--- src/rtl/codec_pkg.sv ---
// Shared frame geometry and helpers for the I2S codec interface.
// Pure constants and combinational functions; no latency, no flow control.
package codec_pkg;

    localparam int SAMPLE_W  = 24;
    localparam int SLOT_BITS = 32;
    localparam int FRAME_DIV = 512;
    localparam int BCLK_DIV  = 8;

    localparam int CNT_W    = $clog2(FRAME_DIV);
    localparam int SLOT_W   = $clog2(SLOT_BITS);
    localparam int SLOT_LSB = $clog2(BCLK_DIV);
    localparam int BCLK_BIT = SLOT_LSB - 1;

    typedef logic [SAMPLE_W-1:0] sample_t;
    typedef logic [SLOT_W-1:0]   slot_t;

    typedef struct packed {
        sample_t l;
        sample_t r;
    } stereo_t;

    // One-BCLK I2S delay: slot 0 is idle, slots 1..24 carry bits 23..0.
    function automatic logic is_data_slot(slot_t s);
        return (s != '0) && (int'(s) <= SAMPLE_W);
    endfunction

    function automatic logic slot_bit(sample_t w, slot_t s);
        slot_t idx;
        idx = slot_t'(SAMPLE_W - int'(s));
        if (!is_data_slot(s)) return 1'b0;
        return w[idx];
    endfunction

endpackage

--- src/rtl/codec_clkgen.sv ---
// Free-running frame counter producing registered MCLK/BCLK/LRCK plus next-edge slot info and strobes.
// Clock outputs track the counter with zero skew; strobes describe the coming edge; no backpressure.
module codec_clkgen
    import codec_pkg::*;
(
    input  logic  clk,
    input  logic  rst,
    output logic  mclk,
    output logic  bclk,
    output logic  lrck,
    output slot_t slot_nxt,
    output logic  right_nxt,
    output logic  bclk_fall_stb,
    output logic  bclk_rise_stb,
    output logic  left_done_stb,
    output logic  frame_wrap_stb
);

    logic [CNT_W-1:0] cnt_q, cnt_d;
    logic             mclk_q, mclk_d;
    logic             bclk_q, bclk_d;
    logic             lrck_q, lrck_d;

    // Clock flops load from the next count so they equal the live count bits without decode glitches.
    always_comb begin
        cnt_d  = cnt_q + 1'b1;
        mclk_d = cnt_d[0];
        bclk_d = cnt_d[BCLK_BIT];
        lrck_d = cnt_d[CNT_W-1];
    end

    always_ff @(posedge clk or negedge rst) begin
        if (!rst) begin
            cnt_q  <= '0;
            mclk_q <= 1'b0;
            bclk_q <= 1'b0;
            lrck_q <= 1'b0;
        end else begin
            cnt_q  <= cnt_d;
            mclk_q <= mclk_d;
            bclk_q <= bclk_d;
            lrck_q <= lrck_d;
        end
    end

    assign mclk           = mclk_q;
    assign bclk           = bclk_q;
    assign lrck           = lrck_q;
    assign slot_nxt       = cnt_d[SLOT_LSB +: SLOT_W];
    assign right_nxt      = cnt_d[CNT_W-1];
    assign bclk_fall_stb  = (cnt_d[SLOT_LSB-1:0] == '0);
    assign bclk_rise_stb  = (cnt_d[SLOT_LSB-1:0] == SLOT_LSB'(BCLK_DIV / 2));
    assign left_done_stb  = (cnt_q == CNT_W'(FRAME_DIV / 2 - 1));
    assign frame_wrap_stb = (cnt_q == CNT_W'(FRAME_DIV - 1));

endmodule

--- src/rtl/codec.sv ---
// I2S master for an external 24-bit stereo codec: DAC serializer, ADC deserializer, power-up timer.
// DAC pair latched per frame, ADC pair presented per frame with a one-clk strobe; no backpressure.
module codec
    import codec_pkg::*;
#(
    parameter int unsigned PDN_DELAY = 1024
)
(
    input  logic                clk,
    input  logic                rst,
    input  logic [SAMPLE_W-1:0] LCH_DAC,
    input  logic [SAMPLE_W-1:0] RCH_DAC,
    input  logic                SDTI,
    output logic [SAMPLE_W-1:0] LCH_ADC,
    output logic [SAMPLE_W-1:0] RCH_ADC,
    output logic                ADC_VALID,
    output logic                PDN,
    output logic                MCLK,
    output logic                BCLK,
    output logic                LRCK,
    output logic                SDTO
);

    localparam int PW = $clog2(PDN_DELAY + 1);

    slot_t   slot_nxt;
    logic    right_nxt, bclk_fall_stb, bclk_rise_stb, left_done_stb, frame_wrap_stb;

    stereo_t dac_lat_q, dac_lat_d;
    sample_t adc_sreg_q, adc_sreg_d;
    sample_t lch_adc_q, lch_adc_d;
    sample_t rch_adc_q, rch_adc_d;
    logic    adc_valid_q, adc_valid_d;
    logic    sdto_q, sdto_d;
    logic    pdn_q, pdn_d;
    logic [PW-1:0] pdn_cnt_q, pdn_cnt_d;

    codec_clkgen u_clkgen (
        .clk            (clk),
        .rst            (rst),
        .mclk           (MCLK),
        .bclk           (BCLK),
        .lrck           (LRCK),
        .slot_nxt       (slot_nxt),
        .right_nxt      (right_nxt),
        .bclk_fall_stb  (bclk_fall_stb),
        .bclk_rise_stb  (bclk_rise_stb),
        .left_done_stb  (left_done_stb),
        .frame_wrap_stb (frame_wrap_stb)
    );

    always_comb begin
        dac_lat_d   = dac_lat_q;
        adc_sreg_d  = adc_sreg_q;
        lch_adc_d   = lch_adc_q;
        rch_adc_d   = rch_adc_q;
        sdto_d      = sdto_q;
        pdn_d       = pdn_q;
        pdn_cnt_d   = pdn_cnt_q;
        adc_valid_d = frame_wrap_stb;

        // Slot 0 of the new frame is idle, so the old latch can still drive SDTO on the wrap edge.
        if (frame_wrap_stb) begin
            dac_lat_d.l = LCH_DAC;
            dac_lat_d.r = RCH_DAC;
            rch_adc_d   = adc_sreg_q;
        end
        if (left_done_stb) begin
            lch_adc_d = adc_sreg_q;
        end
        if (bclk_fall_stb) begin
            sdto_d = slot_bit(right_nxt ? dac_lat_q.r : dac_lat_q.l, slot_nxt);
        end
        if (bclk_rise_stb && is_data_slot(slot_nxt)) begin
            adc_sreg_d = {adc_sreg_q[SAMPLE_W-2:0], SDTI};
        end
        if (!pdn_q) begin
            pdn_cnt_d = pdn_cnt_q + 1'b1;
            pdn_d     = (pdn_cnt_q == PW'(PDN_DELAY - 1));
        end
    end

    always_ff @(posedge clk or negedge rst) begin
        if (!rst) begin
            dac_lat_q   <= '0;
            adc_sreg_q  <= '0;
            lch_adc_q   <= '0;
            rch_adc_q   <= '0;
            adc_valid_q <= 1'b0;
            sdto_q      <= 1'b0;
            pdn_q       <= 1'b0;
            pdn_cnt_q   <= '0;
        end else begin
            dac_lat_q   <= dac_lat_d;
            adc_sreg_q  <= adc_sreg_d;
            lch_adc_q   <= lch_adc_d;
            rch_adc_q   <= rch_adc_d;
            adc_valid_q <= adc_valid_d;
            sdto_q      <= sdto_d;
            pdn_q       <= pdn_d;
            pdn_cnt_q   <= pdn_cnt_d;
        end
    end

    assign LCH_ADC   = lch_adc_q;
    assign RCH_ADC   = rch_adc_q;
    assign ADC_VALID = adc_valid_q;
    assign PDN       = pdn_q;
    assign SDTO      = sdto_q;

endmodule

--- config.mk ---
export PLATFORM = sky130hd
export DESIGN_NAME = codec
export DESIGN_NICKNAME = d
export VERILOG_FILES = /design/src/rtl/codec_pkg.sv /design/src/rtl/codec_clkgen.sv /design/src/rtl/codec.sv
export SDC_FILE = /design/constraint.sdc
export NUM_CORES = 1
export LEC_CHECK = 0
export CORE_ASPECT_RATIO = 1.75
export CORE_MARGIN = 2
export CORE_UTILIZATION = 38
export DETAILED_ROUTE_END_ITERATION = 8
export MAX_ROUTING_LAYER = met4
export PLACE_DENSITY = 0.61
export SLEW_MARGIN = 40
export SYNTH_ARGS = -nofsm -noshare
export SYNTH_HDL_FRONTEND = slang
export SYNTH_SLANG_ARGS = --single-unit
--- constraint.sdc ---
create_clock -name clk -period 5.3 [get_ports clk]
set_input_delay 1.325 -clock clk [delete_from_list [all_inputs] [get_ports clk]]
set_output_delay 1.325 -clock clk [all_outputs]
set_load 0.02 [all_outputs]
## Yosys cells after proc, flatten, opt, wreduce, memory -nomap -nowiden

Cells that the tools add are included.

| cells by class | value |
|---|---|
| muxes and demuxes | 8 |
| reductions and logical operators | 4 |
| equal/unequal tests | 4 |
| magnitude comparators | 2 |
| add/sub/neg operators | 3 |

Operators by type and width:

| cell | count |
|---|---|
| $mux W24 | 1 |
| $add A11 B1 Y11 const B | 1 |
| $eq A11 B10 Y1 const B | 1 |
| $add A9 B1 Y9 const B | 1 |
| $eq A9 B8 Y1 const B | 1 |
| $eq A9 B9 Y1 const B | 1 |
| $lt A5 B6 Y1 const B | 1 |
| $mux W1 | 6 |
| $bmux W1 S5 | 1 |
| $le A5 B5 Y1 const B | 1 |
| $reduce_bool A5 Y1 | 1 |
| $sub A5 B5 Y5 const A | 1 |
| $eq A3 B3 Y1 const B | 1 |
| $logic_not A3 Y1 | 1 |
| $logic_and A1 B1 Y1 | 2 |

| word-level totals | value |
|---|---|
| output and inout bits | 54 |
| bits of input ports | 51 |
| register bits | 146 |
| word-level logic and storage cells | 34 |

## Logic depth before layout (Yosys ltp)

Gate-level depths: netlist of run 1.

| depth | value |
|---|---|
| word-level depth | 6 |
| mapped depth | 12 |
| depth with buffers taken out | 11 |

## Cells and area by module

From an unflattened synthesis of run 1, not the netlist that was laid out.

| unflattened totals | value |
|---|---|
| cell total of the unflattened synthesis | 387 |
| area total of the unflattened synthesis | 5,958.2 um2 |

By module, submodules not included:

| module | seq. area each (um2) | times used | area an instance (um2) | cells each |
|---|---|---|---|---|
| codec | 3,353.2 | 1 | 5,521.5 | 348 |
| codec_clkgen | 225.2 | 1 | 436.7 | 39 |

## Least setup slack after synthesis of run 1

Ideal clock, no wire load.

| timing | value |
|---|---|
| path kind | reg-to-reg |
| start point | register u_clkgen.cnt_q[0] |
| end point | register sdto_q, in the netlist SDTO |
| arrival time | 2.671 ns |
| library setup time | 0.130 ns |
| period minus slack after synthesis | 2.801 ns |
| path buffers | 2 |
| cell stages (with the launch flop) | 12 |
| setup slack | 2.499 ns |
| data required time | 5.170 ns |
| cell sequence | dfrtp_1 -> and3_1 -> clkbuf_4 -> xor2_4 -> inv_4 -> ha_1 -> clkbuf_1 -> mux4_1 -> a22oi_1 -> a21oi_1 -> nor4_1 -> o31ai_1 |

| on the way | value |
|---|---|
| word-level cells in the longest chain between the ends | 6 |
| elaborated cells between the ends (all ways) | 12 |
| classes of those cells | 2 x add/sub; 1 x order compare; 6 x mux; 3 x reduce/logical |

Ends and longest elaborated chain:

| element | RTL line | text |
|---|---|---|
| start, declared | codec_clkgen.sv:19 | `logic [CNT_W-1:0] cnt_q, cnt_d;` |
| start signal, assigned | codec_clkgen.sv:39 | `cnt_q <= cnt_d;` |
| $add A9 B1 Y9 * | codec_clkgen.sv:26 | `cnt_d = cnt_q + 1'b1;` |
| branches (longest 5 deep; another with $sub A5 B5 Y5) | -- |  |
| end signal, assigned | codec.sv:99 | `sdto_q <= sdto_d;` |
| end, declared | codec.sv:34 | `logic sdto_q, sdto_d;` |

Mark *: on every way between the ends. The select of a mux whose other input is x is not followed.
A chain may end at the register's enable or synchronous reset.

## Worst setup path after layout of run 1

Same ends and word-level chain as after synthesis.

==> impl_metrics.toml, run 1 <==
[critical_path]
end_kind = "flop"
rrSetupSlack_ps = 2010
worstPathArrival_ps = 3590
crit_path_start_kind = "flop"
worstPathMaxFanout = 18
critPathRequiredTime_ps = 5600
crit_path_max_incr_delay_ps = 640
path_cells = "and3_1 > xor2_4 > inv_4 > ha_1 > xnor2_1 > nand4_1 > and3_1 > a22oi_1 > a21oi_1 > nor4_1 > o31ai_1"
cpMostUsedCell = "and3_1"
path_class = "reg -> reg"
slowest_stage = "xor2_4"

[sta]
fmax_ghz = 0.304
max-slew-margin-rel_pct = 50.3
finalCriticalPeriod_ps = 3290
min_period_over_period_pct = 62.1
slew_violations = 0
finalSetupTns_ps = 0
hold_viol = 0
setup_viol = 0
fin_skew_ps = 13.2
worst_pin_slew_ps = 745
rsz0062_at_grt = "false"
hold_ws_ps = 473

[clock_tree]
cts_resized = 0
clock_latency_ps = 420
cts.path.max_buffers = 2
clkSinkCount = 143
numCtsBuffers = 17
htree_levels = 4
postCtsHoldBufs = 0
cts_tree = "done"
clock_tree.root_cell = "clkbuf_16"
cts.clk_slew.worst_paths_ps = 60
post_cts_buffers = 0

[synthesis]
synth-main-ff-cell = "dfrtp_1"
ys_top_cells_by_count = "143 x dfrtp_1, 105 x mux2_2, 20 x mux2_4"
synth.distinct_cells = 43
postSynthCellCount = 402
syn_nets = 459
synth_edf_count = 0
yosysTopAreaCell = "dfrtp_1"
syn_area_per_cell_um2 = 15.1
ys_top_cells_by_area = "dfrtp_1 59%, mux2_2 19%, mux2_4 4.9%, mux4_1 2.2%, xnor2_1 1.9%"
async_flop_share_pct = 100
ys_warn_count = 0
synth_top_area_share_pct = 58.8
syn_area_um2 = 6080
ys_seq_elements = 143
yosysMostFrequentCell = "dfrtp_1"
ys_seq_area_share_pct = 58.8

[routing]
vias = 3656
via_per_inst = 5.13
drt-initial-drc-count = 122
drc_errors = 0
finalWirelength_um = 12300
drtAntennaViolNets = 0
wl_per_cell_um = 17.3
drt_pass1_iterations = 4

[cells_and_area]
n_fill_cell = 1356
layout.nets = 568
n_antenna_cell = 0
area_growth_pct = 31.1
drive_gt1_share_pct = 32.9

[run]
max-cap-violations = 0

[die]
fp.dieW_um = 99.6
die-height_um = 171
initial_core_util_pct = 38.5
dieArea_um2 = 17100
io_pins = 105
num_rows = 61
core_um2 = 15800

[place]
io_buffers = 104
dpl.hpwl_um = 8750
gp_congestion = 0.805

[pwr]
p_leak_nw = 3.72
p_int_w = 0.00184
p_per_area_nw_per_um2 = 298
p_seq_share_pct = 46.2
peakVddDrop_mv = 0.193
combPwrFrac_pct = 2.8
swShare_pct = 22.4
p_sw_w = 0.000531
power_frac_clock_pct = 51.1

[worst_hold_path]
hold_path.class = "reg -> reg"

[global_routing]
antenna_found_initial = 0
grt-ovfl-total = 0
grt_pass1_wl_um = 20100
grt_pass1_vias = 3892
track_usage_pct = 15.8
grt_start_max_net_pins = 113

[outcome]
status = "completed"
-- per-stage QoR --
step                area, um^2  std cells  util (%)  total power (W)  setup WS (ps)
detailed placement        7340        680      46.5          0.00118           2040
CTS                       7950        711      50.3          0.00240           2010
floorplan                 6080        402         -          0.00112           2500
finish                    7970        712      50.5          0.00237           2010
global route              7970        712      50.5          0.00246           1780
global placement          7290        678      46.1          0.00118           2190
-- power by group through the flow --
stage	Sequential, W	Combinational, W	Clock (W)
floorplan	0.00112	0.00000249	0
global placement	0.00112	0.0000638	0
detailed placement	0.00112	0.0000654	0
CTS	0.00110	0.0000653	0.00124
global route	0.00110	0.0000723	0.00129
finish	0.00110	0.0000657	0.00121
-- path summary, 6_finish.rpt --
| check | startpoint | endpoint | depth (start not counted) |
|---|---|---|---|
| worst max-delay path | u_clkgen.cnt_q[0]$_DFF_PN0_ | SDTO$_DFFE_PN0N_ | 11 |
| worst min-delay path | pdn_cnt_q[8]$_DFFE_PN0N_ | pdn_cnt_q[8]$_DFFE_PN0N_ | 1 |
| worst max register to register | u_clkgen.cnt_q[0]$_DFF_PN0_ | SDTO$_DFFE_PN0N_ | 11 |
| worst min register to register | pdn_cnt_q[8]$_DFFE_PN0N_ | pdn_cnt_q[8]$_DFFE_PN0N_ | 1 |
| max in group asynchronous | rst | LCH_ADC[21]$_DFFE_PN0N_ | 3 |
| min in group asynchronous | rst | LCH_ADC[9]$_DFFE_PN0N_ | 1 |
-- cell usage in the layout (no fill, tap or decap), types with 4 or more instances in the layout --
cell / count
a21oi_1: 5
a22oi_1: 4
and3_1: 5
clkbuf_16: 17
clkdlybuf4s50_1: 103
dfrtp_1: 143
ha_1: 5
inv_1: 10
inv_6: 4
mux2_2: 105
mux2_4: 20
mux4_1: 5
nand2_1: 12
nand3_1: 11
nor2_1: 6
xnor2_1: 13
xor2_1: 5
-- metal layers --
layer / up-vias / global-route usage (%) / share of wire [%]
met3: 11 / 3.86 / 2.7
li1: 1656 / - / -
met2: 72 / 27.6 / 56
met5: - / - / 0
met1: 1917 / 17.4 / 39
met4: 0 / 5.54 / 1.5
-- sequential cells by signal, indices dropped and copies added (netlist names) --
register,flops
adc_sreg_q,24
pdn_cnt_q,11
u_clkgen.cnt_q,9
PDN,1
LCH_ADC,24
dac_lat_q,48
RCH_ADC,24
SDTO,1
ADC_VALID,1
-- critical path, delay by kind of cell (launching register included) --
| family | cells | cell delay (ps) |
|---|---|---|
| compound gates | 3 | 430 |
| buf+inv | 1 | 70 |
| xor+xnor | 2 | 830 |
| flops | 1 | 440 |
| fa+ha+maj | 1 | 270 |
| simple gates | 4 | 1130 |
-- kinds of logic (layout without fill, tap and decap cells) --
logic type,Yosys count,after routing,synth area share [%]
simple gates,48,48,4.01
buf+inv,31,152,2.47
compound gates,20,20,2.45
flops,143,143,58.8
fa+ha+maj,6,6,1.23
xor+xnor,19,19,3.04
mux,135,135,28.0
-- cell type report --
class | instances | area [um^2] | area share [%]
tap | 189 | 236 | 2.97
clock buffer | 17 | 425 | 5.34
timing repair buffer | 110 | 1140 | 14.3
multi-input combinational | 228 | 2370 | 29.7
sequential | 143 | 3580 | 44.9
clock inverter | 14 | 178 | 2.23
inverter | 11 | 43.8 | 0.549
No activity file was read; power rests on OpenSTA's default activity.
==> inputs of run 2 (changes only) <==
==> constraint.sdc (replaced) <==
create_clock -name clk -period 3.4 [get_ports clk]
set_input_delay 0.85 -clock clk [delete_from_list [all_inputs] [get_ports clk]]
set_output_delay 0.85 -clock clk [all_outputs]
set_load 0.02 [all_outputs]
==> run 2 against run 1 <==
  * Fmax rose by 14%
  * Clock-buffer cell count increased by 1
  * Hold slack worse by 200 ps
  * Sequential share of layout area rose by 0.13 points
  * Largest power group unchanged
  * Highest routed layer unchanged
==> impl_metrics.toml, run 2 (synthesis results as in run 1) <==
[cells_and_area]
largest_reg_flops = 48
utilization_pct = 50.3
drive_gt1_share_pct = 32.9
n_antenna_cell = 0
area_growth_pct = 30.7
layout.nets = 567
largest-register = "dac_lat_q"
final_common_cell = "dfrtp_1"
n_fill_cell = 1353
mostFrequentLayoutCells = "143 x dfrtp_1, 105 x mux2_2, 103 x clkdlybuf4s50_1, 20 x mux2_4, 17 x clkbuf_16"

[die]
dieArea_um2 = 17100
initial_core_util_pct = 38.5
core_um2 = 15800
fp.dieW_um = 99.6
io_pins = 105
num_rows = 61
die-height_um = 171

[critical_path]
crit_path_start_kind = "flop"
worstPathArrival_ps = 3170
end_kind = "flop"
critPathRequiredTime_ps = 3690
worstPathMaxFanout = 6
path_class = "reg -> reg"

[sta]
fmax_ghz = 0.348
finalSetupTns_ps = 0
max-slew-margin-rel_pct = 58.8
slew_violations = 0
worst_pin_slew_ps = 619
rsz0062_at_grt = "false"
min_period_over_period_pct = 84.6
setup_viol = 0
hold_viol = 0
fin_skew_ps = 12.2
finalCriticalPeriod_ps = 2880

[clock_tree]
cts_resized = 0
clock_tree.root_cell = "clkbuf_16"
post_cts_buffers = 0
postCtsHoldBufs = 0
numCtsBuffers = 17
clkSinkCount = 143
cts_tree = "done"
htree_levels = 4
cts.clk_slew.worst_paths_ps = 70
clock_latency_ps = 420
cts.path.max_buffers = 2

[place]
io_buffers = 104
gp_congestion = 0.796
dpl.hpwl_um = 8500

[outcome]
status = "completed"

[routing]
drtAntennaViolNets = 0
drc_errors = 0
wl_per_cell_um = 17.3
drt_pass1_iterations = 4
finalWirelength_um = 12300
drt-initial-drc-count = 107
vias = 3585
via_per_inst = 5.04

[worst_hold_path]
hold_path.class = "in -> async"

[pwr]
p_leak_nw = 3.72
peakVddDrop_mv = 0.316
p_per_area_nw_per_um2 = 462
power_w = 0.00367

[global_routing]
grt_pass1_wl_um = 20100
track_usage_pct = 15.7
grt_start_max_net_pins = 120
grt_pass1_vias = 3935
antenna_found_initial = 0
grt-ovfl-total = 0

[run]
max-cap-violations = 0
[run 2: path summary, 6_finish.rpt]
check	startpoint	to	slack [ps]	depth (start not counted)
max	u_clkgen.cnt_q[0]$_DFF_PN0_	SDTO$_DFFE_PN0N_	520	11
min	rst	RCH_ADC[7]$_DFFE_PN0P_	280	1
max reg2reg	u_clkgen.cnt_q[0]$_DFF_PN0_	SDTO$_DFFE_PN0N_	520	11
min reg2reg	pdn_cnt_q[8]$_DFFE_PN0N_	pdn_cnt_q[8]$_DFFE_PN0N_	470	1
max in group asynchronous	rst	dac_lat_q[33]$_DFFE_PN0P_	2230	2
min in group clk	pdn_cnt_q[8]$_DFFE_PN0N_	pdn_cnt_q[8]$_DFFE_PN0N_	470	1
[run 2: layer usage]
| metal | GRT usage, % | routed length (um) | vias to the layer above |
|---|---|---|---|
| met4 | 5.54 | 180 | 0 |
| met5 | - | 0 | - |
| met2 | 28.2 | 7010 | 76 |
| li1 | - | - | 1653 |
| met3 | 2.80 | 287 | 14 |
| met1 | 17.2 | 4820 | 1842 |
[run 2: critical path, cell delays in order, from the launching register on]
cell     delay [ps]
dfrtp_1         430
ha_1            270
nand3_1         150
xor2_1          290
ha_1            290
xnor2_1         170
nand4_1         200
and3_1          260
a22oi_1         210
a21oi_1         110
nor4_1          250
o31ai_1         110
[run 2: layout make-up]
type | instances | area (um^2) | area share [%]
sequential | 143 | 3580 | 45.0
tap | 189 | 236 | 2.97
clock inverter | 14 | 166 | 2.09
timing repair buffer | 109 | 1120 | 14.1
inverter | 11 | 43.8 | 0.551
multi-input combinational | 228 | 2370 | 29.8
clock buffer | 18 | 439 | 5.52
[run 2: where the power goes]
group	total (W)	internal, W	switching, W
Clock	0.00186	0.00107	0.000794
Sequential	0.00171	0.00170	0.00000354
Combinational	0.0000980	0.0000556	0.0000424
Total	0.00367	0.00283	0.000840
[run 2: per-stage QoR]
| step | worst slack [ps] | cells | instance area [um^2] | hold WS [ps] |
|---|---|---|---|---|
| finish | 522 | 712 | 7950 | 275 |
| global route | 277 | 712 | 7950 | 280 |
| CTS | 548 | 712 | 7950 | 270 |
| detailed placement | 565 | 680 | 7340 | 462 |
| global placement | 577 | 680 | 7340 | 454 |
| floorplan | 599 | 402 | 6080 | 438 |
==> inputs of run 3 (changes only) <==
==> constraint.sdc (replaced) <==
create_clock -name clk -period 2.95 [get_ports clk]
set_input_delay 0.7375 -clock clk [delete_from_list [all_inputs] [get_ports clk]]
set_output_delay 0.7375 -clock clk [all_outputs]
set_load 0.02 [all_outputs]
==> run 3 against run 2 <==
  * Flip-flop and latch count stayed put
  * Highest routed layer unchanged
  * Critical endpoint unchanged
  * Via count is 0.20% higher
  * First-iteration DRC count is 23% higher
  * Critical path type unchanged
  * Utilization is 0.29 points higher
  * Wire length is 0.20% higher
  * Sequential share of layout area is 0.25 points lower
  * Final cell count is 0.84% higher
==> impl_metrics.toml, run 3 (synthesis results as in run 1) <==
[routing]
finalWirelength_um = 12300
vias = 3592
wl_per_cell_um = 17.2
drc_errors = 0
drtAntennaViolNets = 0
via_per_inst = 5.00
drt-initial-drc-count = 132
drt_pass1_iterations = 5

[critical_path]
worstPathArrival_ps = 2990
crit_path_start_kind = "flop"
worstPathMaxFanout = 6
critPathRequiredTime_ps = 3240
path_class = "reg -> reg"
end_kind = "flop"

[die]
num_rows = 61
fp.dieW_um = 99.6
core_um2 = 15800
initial_core_util_pct = 38.5
dieArea_um2 = 17100
io_pins = 105
die-height_um = 171

[global_routing]
antenna_found_initial = 0
grt-busiest-layer = "met2"
use_met1_pct = 17.4
track_usage_pct = 15.9
grt_pass1_wl_um = 20300
grt_pass1_vias = 3977
grt_util_met3_pct = 3.90
grt-ovfl-total = 0
use_met2_pct = 28.2
grt_start_max_net_pins = 72

[cells_and_area]
post-route-cell-area_um2 = 8000
largest-register = "dac_lat_q"
largest_reg_flops = 48
mostFrequentLayoutCells = "142 x dfrtp_1, 105 x mux2_2, 103 x clkdlybuf4s50_1, 20 x mux2_4, 17 x clkbuf_16"
final_common_cell = "dfrtp_1"
n_antenna_cell = 0
drive_gt1_share_pct = 34.8
n_fill_cell = 1377
area_growth_pct = 31.4
layout.nets = 574
utilization_pct = 50.6

[clock_tree]
cts.path.max_buffers = 2
clock_latency_ps = 420
cts.clk_slew.worst_paths_ps = 70
htree_levels = 4
cts_tree = "done"
clkSinkCount = 143
numCtsBuffers = 17
post_cts_buffers = 0
clock_tree.root_cell = "clkbuf_16"

[sta]
min_period_over_period_pct = 91.4
worst_pin_slew_ps = 650
finalCriticalPeriod_ps = 2700
rsz0062_at_grt = "false"
hold_ws_ps = 292
fmax_ghz = 0.371
max-slew-margin-rel_pct = 56.6
setup_viol = 0
finalSetupTns_ps = 0
setup_ws_ps = 253
slew_violations = 0
fin_skew_ps = 9.99
hold_viol = 0

[pwr]
p_per_area_nw_per_um2 = 520
peakVddDrop_mv = 0.372
p_leak_nw = 3.73

[run]
max-cap-violations = 0

[worst_hold_path]
hold_path.class = "in -> async"

[place]
post-place-ws_ps = 159
gp_congestion = 0.833
dpl.hpwl_um = 8830
io_buffers = 104
placed_area_um2 = 7400

[outcome]
status = "completed"
run 3: cell count changes in the layout (fill, tap and decap cells not counted), moves of 2 or more:
cell,before,now
buf_4,2,9
clkinvlp_4,0,3
clkinv_8,2,0
ha_1,5,3
ha_2,0,2
run 3: critical path, cell delays in order (launching register included):
cell and delay, ps:
dfrtp_2 440, ha_2 230, nand3_1 170, xor2_2 210, ha_2 250, xnor2_1 150, nand4_1 210, and3_1 270
a22oi_1 190, a21oi_1 100, nor4_2 230, o31ai_1 110
run 3: report_power, final:
part	total [W]	leakage [nW]	switching [W]	internal, W
sequential	0.00197	1.96	0.00000442	0.00196
clock	0.00207	0.274	0.000887	0.00119
combinational	0.000113	1.50	0.0000491	0.0000639
run 3: routing by layer:
layer	wire, um	up-vias
met5	0	-
met4	148	0
met3	359	9
met2	7090	75
met1	4730	1849
li1	-	1659
run 3: final timing paths:
| path | start | end | slack, ps | depth (start not counted) |
|---|---|---|---|---|
| min in group clk | pdn_cnt_q[8]$_DFFE_PN0N_ | pdn_cnt_q[8]$_DFFE_PN0N_ | 470 | 1 |
| worst min register to register | pdn_cnt_q[8]$_DFFE_PN0N_ | pdn_cnt_q[8]$_DFFE_PN0N_ | 470 | 1 |
| worst max-delay path | u_clkgen.cnt_q[0]$_DFF_PN0_ | SDTO$_DFFE_PN0N_ | 250 | 11 |
| worst min-delay path | rst | LCH_ADC[7]$_DFFE_PN0N_ | 290 | 1 |
| max in group asynchronous | rst | adc_sreg_q[13]$_DFFE_PN0P_ | 1740 | 2 |
| worst max register to register | u_clkgen.cnt_q[0]$_DFF_PN0_ | SDTO$_DFFE_PN0N_ | 250 | 11 |
run 3: timing repair:
action | CTS | global route
hold buffers | 0 | 0
setup endpoints to repair | 0 | 5
gates resized for setup | 0 | 6
run 3: layout make-up:
| cell class | instances | area [um^2] | share of cell area, % |
|---|---|---|---|
| Sequential cell | 143 | 3580 | 44.8 |
| Multi-Input combinational cell | 228 | 2390 | 29.9 |
| Timing Repair Buffer | 116 | 1170 | 14.6 |
| Clock buffer | 17 | 425 | 5.32 |
| Tap cell | 189 | 236 | 2.96 |
| Clock inverter | 14 | 148 | 1.85 |
| Inverter | 11 | 43.8 | 0.548 |
run 3: metrics by stage:
step	cells	power [W]
floorplan	402	0.00201
global placement	687	0.00212
detailed placement	687	0.00212
CTS	718	0.00421
global route	718	0.00431
finish	718	0.00416
==> RTL change 1 (config.mk and constraints of run 3) <==
Reset style: synchronous (`rst`), changed in 2 clocked blocks.
--- a/src/rtl/codec_clkgen.sv
+++ b/src/rtl/codec_clkgen.sv
@@ -29,7 +29,7 @@
         lrck_d = cnt_d[CNT_W-1];
     end
 
-    always_ff @(posedge clk or negedge rst) begin
+    always_ff @(posedge clk) begin
         if (!rst) begin
             cnt_q  <= '0;
             mclk_q <= 1'b0;
--- a/src/rtl/codec.sv
+++ b/src/rtl/codec.sv
@@ -80,7 +80,7 @@
         end
     end
 
-    always_ff @(posedge clk or negedge rst) begin
+    always_ff @(posedge clk) begin
         if (!rst) begin
             dac_lat_q   <= '0;
             adc_sreg_q  <= '0;
Function: differs if rst is asserted again (counterexample within 4 cycles, from zero or initial values and one cycle with rst low); with rst held inactive, the same outputs for 10 cycles.
==> RTL change 1 against run 3 <==
  * Total power up 0.75%
  * Design area up 1.7%
  * Wire length up 13%
  * Worst setup slack better by 0.0025 ns
  * Area after synthesis up 2.5%
  * Sequential cell count unchanged
  * Critical path type unchanged
  * Largest cell class is now multi-input gates
  * Highest routed layer unchanged
==> RTL change 1: results (changes against run 3) <==
synth_ff_type: "dfxtp_1"
leakagePower_uw: 0.00258  # -31%
slew_headroom: 0.682  # +0.116
async_flop_share: 0  # -1.00
met2_length_um: 7260  # +2.5%
drt-pass1-iter-count: 4  # -1
crit_fanout: 13  # +7
layout-drive-gt1-share: 0.0939  # -0.254
arrival_ns: 2.97  # -0.02 ns
final.setup_skew_ns: 0.0114  # +0.00145 ns
drt-met1-wl_um: 5710  # +21%
finish.net_count: 747  # +30%
routed_wl_um: 13900  # +13%
grt_max_degree: 113  # +57%
grt_use_met2: 0.294  # +0.0113
status: "complete, no violations"
pre_cts_ws_ns: 0.0771  # -0.0816 ns
synthTopCellsByCount: "143 x dfxtp_1, 131 x nor2b_1, 126 x mux2i_1, 27 x clkbuf_1, 25 x nand2_1"
vias: 4400  # +22%
grt_pass1_wl_um: 23500  # +16%
syn_nets: 648  # +41%
hold_path.class: "flop to flop"
grt_use_met1: 0.191  # +0.0164
place_area_mm2: 0.00753  # +1.8%
peakVddDrop_mv: 0.341  # -8.4%
fill_cells: 1456  # +5.7%
netlist.area_leader.share: 0.459  # -0.129
cp_slowest_cell: "dfxtp_1"
worst_hold_slack_ns: 0.466  # +0.174 ns
## RTL change 1: changes by cell type in the layout (fill, tap and decap cells not counted), sizes merged, moves of 121 or more
cell / run 3 / this run
dfrtp: 143 / 0
dfxtp: 0 / 143
nor2b: 2 / 131
mux2i: 2 / 126
mux2: 125 / 4
## RTL change 1: kinds of logic after synthesis
group | count (synthesis) | synth area share
AND/OR/NAND/NOR | 214 | 0.203
flip-flops | 143 | 0.459
multiplexers | 135 | 0.229
XOR/XNOR | 14 | 0.0249
buffers and inverters | 47 | 0.0343
AO/OA/AOI/OAI | 32 | 0.0375
adder cells (fa/ha/maj) | 6 | 0.0120
## RTL change 1: path summary, 6_finish.rpt
| check | cells past startpoint | to | start |
|---|---|---|---|
| worst max register to register | 11 | SDTO | u_clkgen.cnt_q[1] |
| worst min-delay path | 1 | u_clkgen.cnt_q[0] | u_clkgen.cnt_q[0] |
| worst min register to register | 1 | u_clkgen.cnt_q[0] | u_clkgen.cnt_q[0] |
| worst max-delay path | 11 | SDTO | u_clkgen.cnt_q[1] |
## RTL change 1: where the power goes
group,total [uW],leakage (uW),switching [uW],internal (uW)
combinational,164,0.00115,60.0,104
clock,2080,0.000272,888,1190
sequential,1940,0.00115,7.94,1940
## RTL change 1: cell type report
type | count | share of cell area
multi-input cells | 401 | 0.391
repair buffers | 121 | 0.153
flip-flops and latches | 143 | 0.353
clock buffers | 18 | 0.0528
inverters | 6 | 0.00277
well taps | 192 | 0.0296
clock inverters | 14 | 0.0175
## RTL change 1: what timing repair did
action | CTS | global route
resized for setup | 0 | 3
endpoints found under the setup margin | 0 | 13
buffers inserted | 0 | 1
## RTL change 1: metrics by stage
step	util	std cells
after floorplan	-	591
after global placement	0.463	861
after detailed placement	0.464	862
after CTS	0.500	894
after global routing	0.501	895
final	0.501	895
==> RTL change 2 (settings of run 3) <==
Made on the original files. Set the parameter `PDN_DELAY` to 512 (it was 1024).
--- a/src/rtl/codec.sv
+++ b/src/rtl/codec.sv
@@ -3,7 +3,7 @@
 module codec
     import codec_pkg::*;
 #(
-    parameter int unsigned PDN_DELAY = 1024
+    parameter int unsigned PDN_DELAY = 512
 )
 (
     input  logic                clk,
Behaviour: same outputs for any inputs over 10 cycles, from zero or initial values and one cycle with rst low; that may be too few to reach the edited logic, so the function may still have changed.
==> RTL change 2 against run 3 <==
  * Maximum frequency down 4.1%
  * Count of clock-buffer cells in the layout up 1
  * Wire length up 8.6%
  * Design area increased by 1.3%
  * Worst setup slack got worse by 0.11 ns
  * Total power increased by 1.1%
  * Cell count rose by 0.56%
  * Area after synthesis grew 0.64%
  * Sequential cell count down 1
  * Synthesized cell count rose by 0.50%
  * Largest cell class unchanged
==> RTL change 2: results (changes against run 3) <==
grt_use_met1: 0.188  # +0.0137
dp.cells: 684  # -0.44%
ys_seq_area_frac: 0.580  # -0.00781
drt-pass1-iter-count: 4  # -1
worst_hold_slack_ns: 0.278  # -0.0139 ns
place_area_mm2: 0.00744  # +0.56%
status: "complete, no violations"
cp_slowest_cell: "mux4_2"
grt_pass1_vias: 4013  # +0.91%
drt_iter0_markers: 83  # -37%
arrival_ns: 3.09  # +0.10 ns
synthTopCellsByCount: "142 x dfrtp_1, 106 x mux2_2, 20 x mux2_4, 15 x clkbuf_1"
wl_per_cell_um: 18.5  # +8.0%
reg2reg_slack_ns: 0.14  # -0.11 ns
gp_congestion: 0.895  # +7.5%
final.setup_skew_ns: 0.0115  # +0.00154 ns
peakVddDrop_mv: 0.391  # +5.1%
wl_met3_um: 592  # +65%
finish.net_count: 578  # +0.70%
viasPerCell: 5.11  # +2.2%
pre_cts_ws_ns: -0.00711  # -0.166 ns
grt_use_met2: 0.287  # +0.00470
place_hpwl_um: 9320  # +5.6%
fill_cells: 1333  # -3.2%
crit_fanout: 8  # +2
max_stage_delay_ns: 0.52  # +0.08 ns
netlist_top_cells_area: "dfrtp_1 58%, mux2_2 19%, mux2_4 4.9%"
avgSynthCellArea_um2: 15.2  # +0.14%
grtUsageMet3: 0.0445  # +0.00545
routed_wl_um: 13400  # +8.6%
layout-drive-gt1-share: 0.366  # +0.0180
drt-met1-wl_um: 5410  # +14%
RTL change 2: cell count changes after synthesis, sizes merged, moves of 3 or more:
cell	delta
and2	+6
a22oi	-4
nand2	-4
a2111oi	+3
o22ai	+3
RTL change 2: kinds of logic after synthesis:
group / count (synthesis) / share of synthesized area
AOI/OAI and AO/OA: 22 / 0.0260
buffers and inverters: 33 / 0.0278
muxes: 137 / 0.284
adders and majority gates: 7 / 0.0143
xor gates and xnor gates: 18 / 0.0270
and+or+nand+nor: 45 / 0.0409
DFF: 142 / 0.580
RTL change 2: area by class of cell:
type / instances / area (um^2) / area share
clock buffers: 18 / 439 / 0.0542
clock inverters: 14 / 151 / 0.0187
inverters: 11 / 41.3 / 0.00510
multi-input cells: 229 / 2450 / 0.303
flip-flops and latches: 142 / 3560 / 0.439
well taps: 189 / 236 / 0.0292
repair buffers: 119 / 1220 / 0.151
RTL change 2: where the power goes:
group	internal, uW	switching [uW]	leakage [uW]
logic	65.0	49.4	0.00153
registers	1950	3.70	0.00194
clock network	1220	913	0.000291
